### src/rtl/uart_tx_fifo.sv
`default_nettype none
// +----------------------------------------------------------------------------+
// | uart_tx_fifo : UART transmitter with baud divider, TX FIFO, break, overflow |
// | Revision 1.0                                                               |
// +----------------------------------------------------------------------------+
module uart_tx_fifo #(
    parameter int CLKS_PER_BIT = 16,
    parameter int DATA_BITS    = 8,
    parameter int PARITY       = 0,
    parameter int STOPBITS     = 1,
    parameter int FIFO_DEPTH   = 16,
    parameter int WAIT_BITS    = 200
) (
    input  logic                          uart_clock,
    input  logic                          reset,
    input  logic [DATA_BITS-1:0]          wr_data,
    input  logic                          wr_en,
    input  logic                          send_break,
    output logic                          tx,
    output logic                          tx_busy,
    output logic                          fifo_empty,
    output logic                          fifo_full,
    output logic [$clog2(FIFO_DEPTH):0]   fifo_level,
    output logic                          overflow
);
    localparam int BAUD_W   = $clog2(CLKS_PER_BIT);
    localparam int PTR_W    = $clog2(FIFO_DEPTH);
    localparam int LVL_W    = PTR_W + 1;
    localparam int MAX_BITS = (WAIT_BITS > DATA_BITS) ? WAIT_BITS : DATA_BITS;
    localparam int BIT_W    = $clog2(MAX_BITS + 1);

    localparam logic [BAUD_W-1:0] BAUD_LAST = BAUD_W'(CLKS_PER_BIT - 1);
    localparam logic [BIT_W-1:0]  INIT_LAST = BIT_W'(WAIT_BITS - 1);
    localparam logic [BIT_W-1:0]  DATA_LAST = BIT_W'(DATA_BITS - 1);
    localparam logic [BIT_W-1:0]  STOP_LAST = BIT_W'(STOPBITS - 1);
    localparam logic [LVL_W-1:0]  DEPTH     = LVL_W'(FIFO_DEPTH);

    localparam logic [2:0] S_INIT       = 3'd0;
    localparam logic [2:0] S_IDLE       = 3'd1;
    localparam logic [2:0] S_START      = 3'd2;
    localparam logic [2:0] S_DATA       = 3'd3;
    localparam logic [2:0] S_PARITY     = 3'd4;
    localparam logic [2:0] S_STOP       = 3'd5;
    localparam logic [2:0] S_BREAK      = 3'd6;
    localparam logic [2:0] S_BREAK_IDLE = 3'd7;

    logic [2:0]           state_q, state_d;
    logic [BAUD_W-1:0]    baud_cnt_q, baud_cnt_d;
    logic [BIT_W-1:0]     bit_cnt_q, bit_cnt_d;
    logic [DATA_BITS-1:0] shift_q, shift_d;
    logic                 parity_q, parity_d;
    logic                 tx_q, tx_d;
    logic [PTR_W-1:0]     wr_ptr_q, wr_ptr_d, rd_ptr_q, rd_ptr_d;
    logic [LVL_W-1:0]     level_q, level_d;
    logic                 full_q, full_d, empty_q, empty_d;
    logic                 overflow_q, overflow_d;
    logic [DATA_BITS-1:0] fifo_mem_q [FIFO_DEPTH];

    logic                 bit_end, push, pop, head_parity;
    logic [DATA_BITS-1:0] head;

    always_comb begin
        bit_end   = (baud_cnt_q == BAUD_LAST);
        push      = wr_en && !full_q;
        pop       = 1'b0;
        head      = fifo_mem_q[rd_ptr_q];
        state_d   = state_q;
        bit_cnt_d = bit_cnt_q;
        shift_d   = shift_q;
        parity_d  = parity_q;

        case (PARITY)
            1:       head_parity = ~^head;
            2:       head_parity = ^head;
            3:       head_parity = 1'b1;
            default: head_parity = 1'b0;
        endcase

        case (state_q)
            S_INIT: if (bit_end) begin
                if (bit_cnt_q == INIT_LAST) state_d = S_IDLE;
                else                        bit_cnt_d = bit_cnt_q + 1'b1;
            end
            S_IDLE: begin
                if (send_break) begin
                    state_d = S_BREAK;
                end else if (!empty_q) begin
                    pop     = 1'b1;
                    state_d = S_START;
                end
            end
            S_START: if (bit_end) state_d = S_DATA;
            S_DATA: if (bit_end) begin
                shift_d = shift_q >> 1;
                if (bit_cnt_q == DATA_LAST) state_d = (PARITY != 0) ? S_PARITY : S_STOP;
                else                        bit_cnt_d = bit_cnt_q + 1'b1;
            end
            S_PARITY: if (bit_end) state_d = S_STOP;
            // Frame end: break outranks a waiting word; a waiting word skips IDLE.
            S_STOP: if (bit_end) begin
                if (bit_cnt_q == STOP_LAST) begin
                    if (send_break) begin
                        state_d = S_BREAK;
                    end else if (!empty_q) begin
                        pop     = 1'b1;
                        state_d = S_START;
                    end else begin
                        state_d = S_IDLE;
                    end
                end else begin
                    bit_cnt_d = bit_cnt_q + 1'b1;
                end
            end
            S_BREAK:      if (!send_break) state_d = S_BREAK_IDLE;
            S_BREAK_IDLE: if (bit_end) state_d = S_IDLE;
            default:      state_d = S_INIT;
        endcase

        if (pop) begin
            shift_d  = head;
            parity_d = head_parity;
        end

        if (state_d != state_q) begin
            baud_cnt_d = '0;
            bit_cnt_d  = '0;
        end else begin
            baud_cnt_d = bit_end ? '0 : baud_cnt_q + 1'b1;
        end

        // tx is registered, so it is decoded from the next state to stay aligned with it.
        case (state_d)
            S_START:  tx_d = 1'b0;
            S_DATA:   tx_d = shift_d[0];
            S_PARITY: tx_d = parity_d;
            S_BREAK:  tx_d = 1'b0;
            default:  tx_d = 1'b1;
        endcase

        wr_ptr_d = push ? wr_ptr_q + 1'b1 : wr_ptr_q;
        rd_ptr_d = pop  ? rd_ptr_q + 1'b1 : rd_ptr_q;
        level_d  = level_q;
        if (push && !pop)      level_d = level_q + 1'b1;
        else if (pop && !push) level_d = level_q - 1'b1;
        full_d     = (level_d == DEPTH);
        empty_d    = (level_d == '0);
        overflow_d = wr_en && full_q;
    end

    always_ff @(posedge uart_clock or posedge reset) begin
        if (reset) begin
            state_q    <= S_INIT;
            baud_cnt_q <= '0;
            bit_cnt_q  <= '0;
            shift_q    <= '0;
            parity_q   <= 1'b0;
            tx_q       <= 1'b1;
            wr_ptr_q   <= '0;
            rd_ptr_q   <= '0;
            level_q    <= '0;
            full_q     <= 1'b0;
            empty_q    <= 1'b1;
            overflow_q <= 1'b0;
        end else begin
            state_q    <= state_d;
            baud_cnt_q <= baud_cnt_d;
            bit_cnt_q  <= bit_cnt_d;
            shift_q    <= shift_d;
            parity_q   <= parity_d;
            tx_q       <= tx_d;
            wr_ptr_q   <= wr_ptr_d;
            rd_ptr_q   <= rd_ptr_d;
            level_q    <= level_d;
            full_q     <= full_d;
            empty_q    <= empty_d;
            overflow_q <= overflow_d;
        end
    end

    always_ff @(posedge uart_clock) begin
        if (push && !reset) fifo_mem_q[wr_ptr_q] <= wr_data;
    end

    assign tx         = tx_q;
    assign tx_busy    = (state_q != S_IDLE);
    assign fifo_empty = empty_q;
    assign fifo_full  = full_q;
    assign fifo_level = level_q;
    assign overflow   = overflow_q;

endmodule
`default_nettype wire

### config.mk
export PLATFORM = sky130hd
export DESIGN_NAME = uart_tx_fifo
export DESIGN_NICKNAME = d
export VERILOG_FILES = /design/src/rtl/uart_tx_fifo.sv
export SDC_FILE = /design/constraint.sdc
export NUM_CORES = 1
export LEC_CHECK = 0
export CAP_MARGIN = 15
export CORE_UTILIZATION = 61
export CTS_CLUSTER_SIZE = 28
export DETAILED_ROUTE_END_ITERATION = 16
export PLACE_DENSITY = 0.83
export SKIP_CTS_REPAIR_TIMING = 1
export SLEW_MARGIN = 25
export SYNTH_ARGS = -nofsm -noshare
export SYNTH_HDL_FRONTEND = slang
export SYNTH_SLANG_ARGS = --single-unit
### constraint.sdc
create_clock -name uart_clock -period 2.7 [get_ports uart_clock]
set_input_delay 0.54 -clock uart_clock [delete_from_list [all_inputs] [get_ports uart_clock]]
set_output_delay 0.54 -clock uart_clock [all_outputs]
set_load 0.05 [all_outputs]
==> flow_summary_export.csv <==
group,metric,value,unit
route,via_per_inst,6.24,
synth,synthTopCellsByArea,"edfxtp_1 54%, dfrtp_1 14%, mux4_2 13%",
critical_path,arrival,2.70,ns
timing,post-route-period-util,87.9,%
critical_path,cp_cell_sequence,"inv_1, ha_1, nor4b_4, nand3_1, a211o_1, a21oi_1, a32oi_1, nor4b_2",
die,ioPinCount,22,
synth,syn_inst,424,
global_routing,grt_remaining_overflow,0,
timing,fin_setup_tns,0,ns
route,dr.pass1.iters,5,
clocking,htree_levels,4,
clocking,path_clk_slew,0.06,ns
global_routing,grt_max_degree,42,
critical_path,critPathRequiredTime,3.02,ns
timing,slew_viol_final,0,
power_and_ir_drop,ir_drop,0.000619,V
critical_path,critPathMaxStageDelay,0.44,ns
place,placed_cells,598,
clocking,cts_tree,"done",
layout,area_growth,15.0,%
layout,stdcell_area,8230,um^2
global_routing,grt_pass1_vias,4052,
clocking,cts_sinks,169,
route,ant_nets,0,
layout,nNetsFinal,496,
route,drt_iter0_markers,350,
synth,synthMostInstantiatedCell,"edfxtp_1",
synth,synth-seq-cells,169,
layout,num_antenna_cells,0,
die,die-area,12200,um^2
die,die_w,110,um
die,initial_utilization,62.6,%
min_path,hp-class,"reg -> reg",
synth,yosys-top-cells-count,"128 x edfxtp_1, 40 x mux4_2, 39 x dfrtp_1",
synth,synth_cell_types,55,
place,port_buffers,21,
timing,fin_crit,2.37,ns
synth,syn_nets,446,
layout,fillers,681,
global_routing,antenna_found_initial,1,
timing,fin_skew,0.0121,ns
die,row_count,39,
place,placed_area,7680,um^2
synth,ys.flop_type,"edfxtp_1",
timing,hold_violations,0,
timing,slew_headroom,56.6,%
synth,ys_async_sr_fraction,24.3,%
critical_path,cp_slowest_cell,"a211o_1",
synth,synth.avg_cell_area,16.9,um^2
synth,netlist_area,7150,um^2
clocking,cts_root_buf,"clkbuf_16",
place,gp_congestion,0.853,
synth,synth_top_area_share,53.7,%
synth,synth_seq_area_share,68.1,%
layout,stdcell_count,630,
clocking,cts.path.max_buffers,2,
synth,yosys_warnings,0,
clocking,cts_buffers,17,
route,routedWlPerCell,22.7,um
timing,rsz0062_at_grt,"false",
critical_path,crit_type,"reg -> reg",
global_routing,grt_first_pass_wirelength,22300,um
power_and_ir_drop,powerDensity,949,nW/um^2
route,drcViolationCount,0,
route,vias,3934,
synth,synth_edf_count,128,
timing,setup_viol,0,
global_routing,track_usage,26.4,%
layout,final_core_util,72.1,%
critical_path,end_kind,"register",
place,dp_hpwl,9130,um
die,core,11400,um^2
run,maxCapViolCount,0,
route,drt_wl_total,14300,um
timing,fmax,0.421,GHz
synth,yosysTopAreaCell,"edfxtp_1",
status,status,"complete, no violations",
die,die_height,110,um
critical_path,cp-start-kind,"register",
power_and_ir_drop,leakage,2.90,nW
timing,worst_slew_pin_slew,0.648,ns
critical_path,cp_max_fo,5,
clocking,clkLatencyLatePin,0.42,ns
layout,drive_above_1_share,23.6,%
[flip-flops by register name (all words and copies together), names as in the netlist]
signal and count:
parity_q 1, rd_ptr_q 4, state_q 3, fifo_level 5, overflow 1, baud_cnt_q 4, shift_q 8, fifo_mem_q 128
fifo_empty 1, wr_ptr_q 4, tx 1, bit_cnt_q 8, fifo_full 1
[worst max-delay path, delay by kind of cell (launching register included)]
kind / cells / cell delay, ns
buf+inv: 1 / 0.10
fa+ha+maj: 1 / 0.19
compound gates: 3 / 0.80
simple gates: 3 / 0.80
flops: 1 / 0.40
[final timing paths]
path | startpoint | endpoint | slack, ns | cells past startpoint
max | bit_cnt_q[0]$_DFFE_PP0P_ | fifo_full$_DFF_PP0_ | 0.33 | 8
min | baud_cnt_q[0]$_DFF_PP0_ | baud_cnt_q[0]$_DFF_PP0_ | 0.49 | 1
max reg2reg | bit_cnt_q[0]$_DFFE_PP0P_ | fifo_full$_DFF_PP0_ | 0.33 | 8
min reg2reg | baud_cnt_q[0]$_DFF_PP0_ | baud_cnt_q[0]$_DFF_PP0_ | 0.49 | 1
max in group asynchronous | reset | rd_ptr_q[0]$_DFFE_PP0N_ | 1.63 | 3
min in group asynchronous | reset | wr_ptr_q[3]$_DFFE_PP0P_ | 0.66 | 3
[per-stage QoR]
stage | hold WS (ns) | power [mW] | worst slack (ns)
2_1_floorplan | 0.436 | 4.96 | 0.172
3_3_place_gp | 0.457 | 5.49 | 0.268
3_5_place_dp | 0.480 | 5.60 | 0.199
4_1_cts | 0.489 | 7.84 | 0.0197
5_1_grt | 0.506 | 8.14 | 0.201
6_report | 0.486 | 7.81 | 0.327
[kinds of logic (layout without fill, tap and decap cells)]
logic type,after synthesis,in the layout,synth area share (%)
buffers and inverters,31,94,1.87
multiplexers,49,49,13.9
AND/OR/NAND/NOR,105,105,7.84
XOR/XNOR,19,19,2.33
adder cells (fa/ha/maj),10,10,1.75
AO/OA/AOI/OAI,41,41,4.23
flip-flops,169,169,68.1
[final cells by class]
type | instances | area [um^2] | share of cell area, %
inverter | 13 | 48.8 | 0.593
timing repair buffer | 49 | 435 | 5.29
multi-input combinational | 224 | 2150 | 26.1
clock inverter | 14 | 114 | 1.38
tap | 143 | 179 | 2.17
clock buffer | 18 | 429 | 5.22
sequential | 169 | 4870 | 59.2
[power by group]
group / internal [mW] / total (mW) / switching [mW]
Sequential: 3.13 / 3.40 / 0.265
Combinational: 0.993 / 2.18 / 1.19
Clock: 1.20 / 2.23 / 1.03
Total: 5.32 / 7.81 / 2.49
[routing by layer]
metal	track usage, %	wire, um
met5	0	13
met4	8.27	194
met3	7.41	763
met2	45.0	7720
met1	32.9	5630
[placed cells by master (no fill, tap or decap), drive strengths merged, types with 3 or more instances in the layout]
| cell | synthesis | routed |
|---|---|---|
| a21oi | 7 | 7 |
| a31oi | 3 | 3 |
| and2 | 3 | 3 |
| and3 | 5 | 5 |
| buf | 14 | 28 |
| clkbuf | 4 | 18 |
| clkdlybuf4s50 | 0 | 20 |
| clkinv | 0 | 8 |
| dfrtp | 39 | 39 |
| edfxtp | 128 | 128 |
| ha | 10 | 10 |
| inv | 13 | 17 |
| mux2i | 8 | 8 |
| mux4 | 40 | 40 |
| nand2 | 24 | 24 |
| nand2b | 4 | 4 |
| nand3 | 8 | 8 |
| nand4 | 3 | 3 |
| nor2 | 33 | 33 |
| nor2b | 3 | 3 |
| nor3 | 8 | 8 |
| nor4b | 5 | 5 |
| o21ai | 11 | 11 |
| or3 | 3 | 3 |
| xnor2 | 14 | 14 |
| xor2 | 5 | 5 |
No activity file was read; power rests on OpenSTA's default activity.
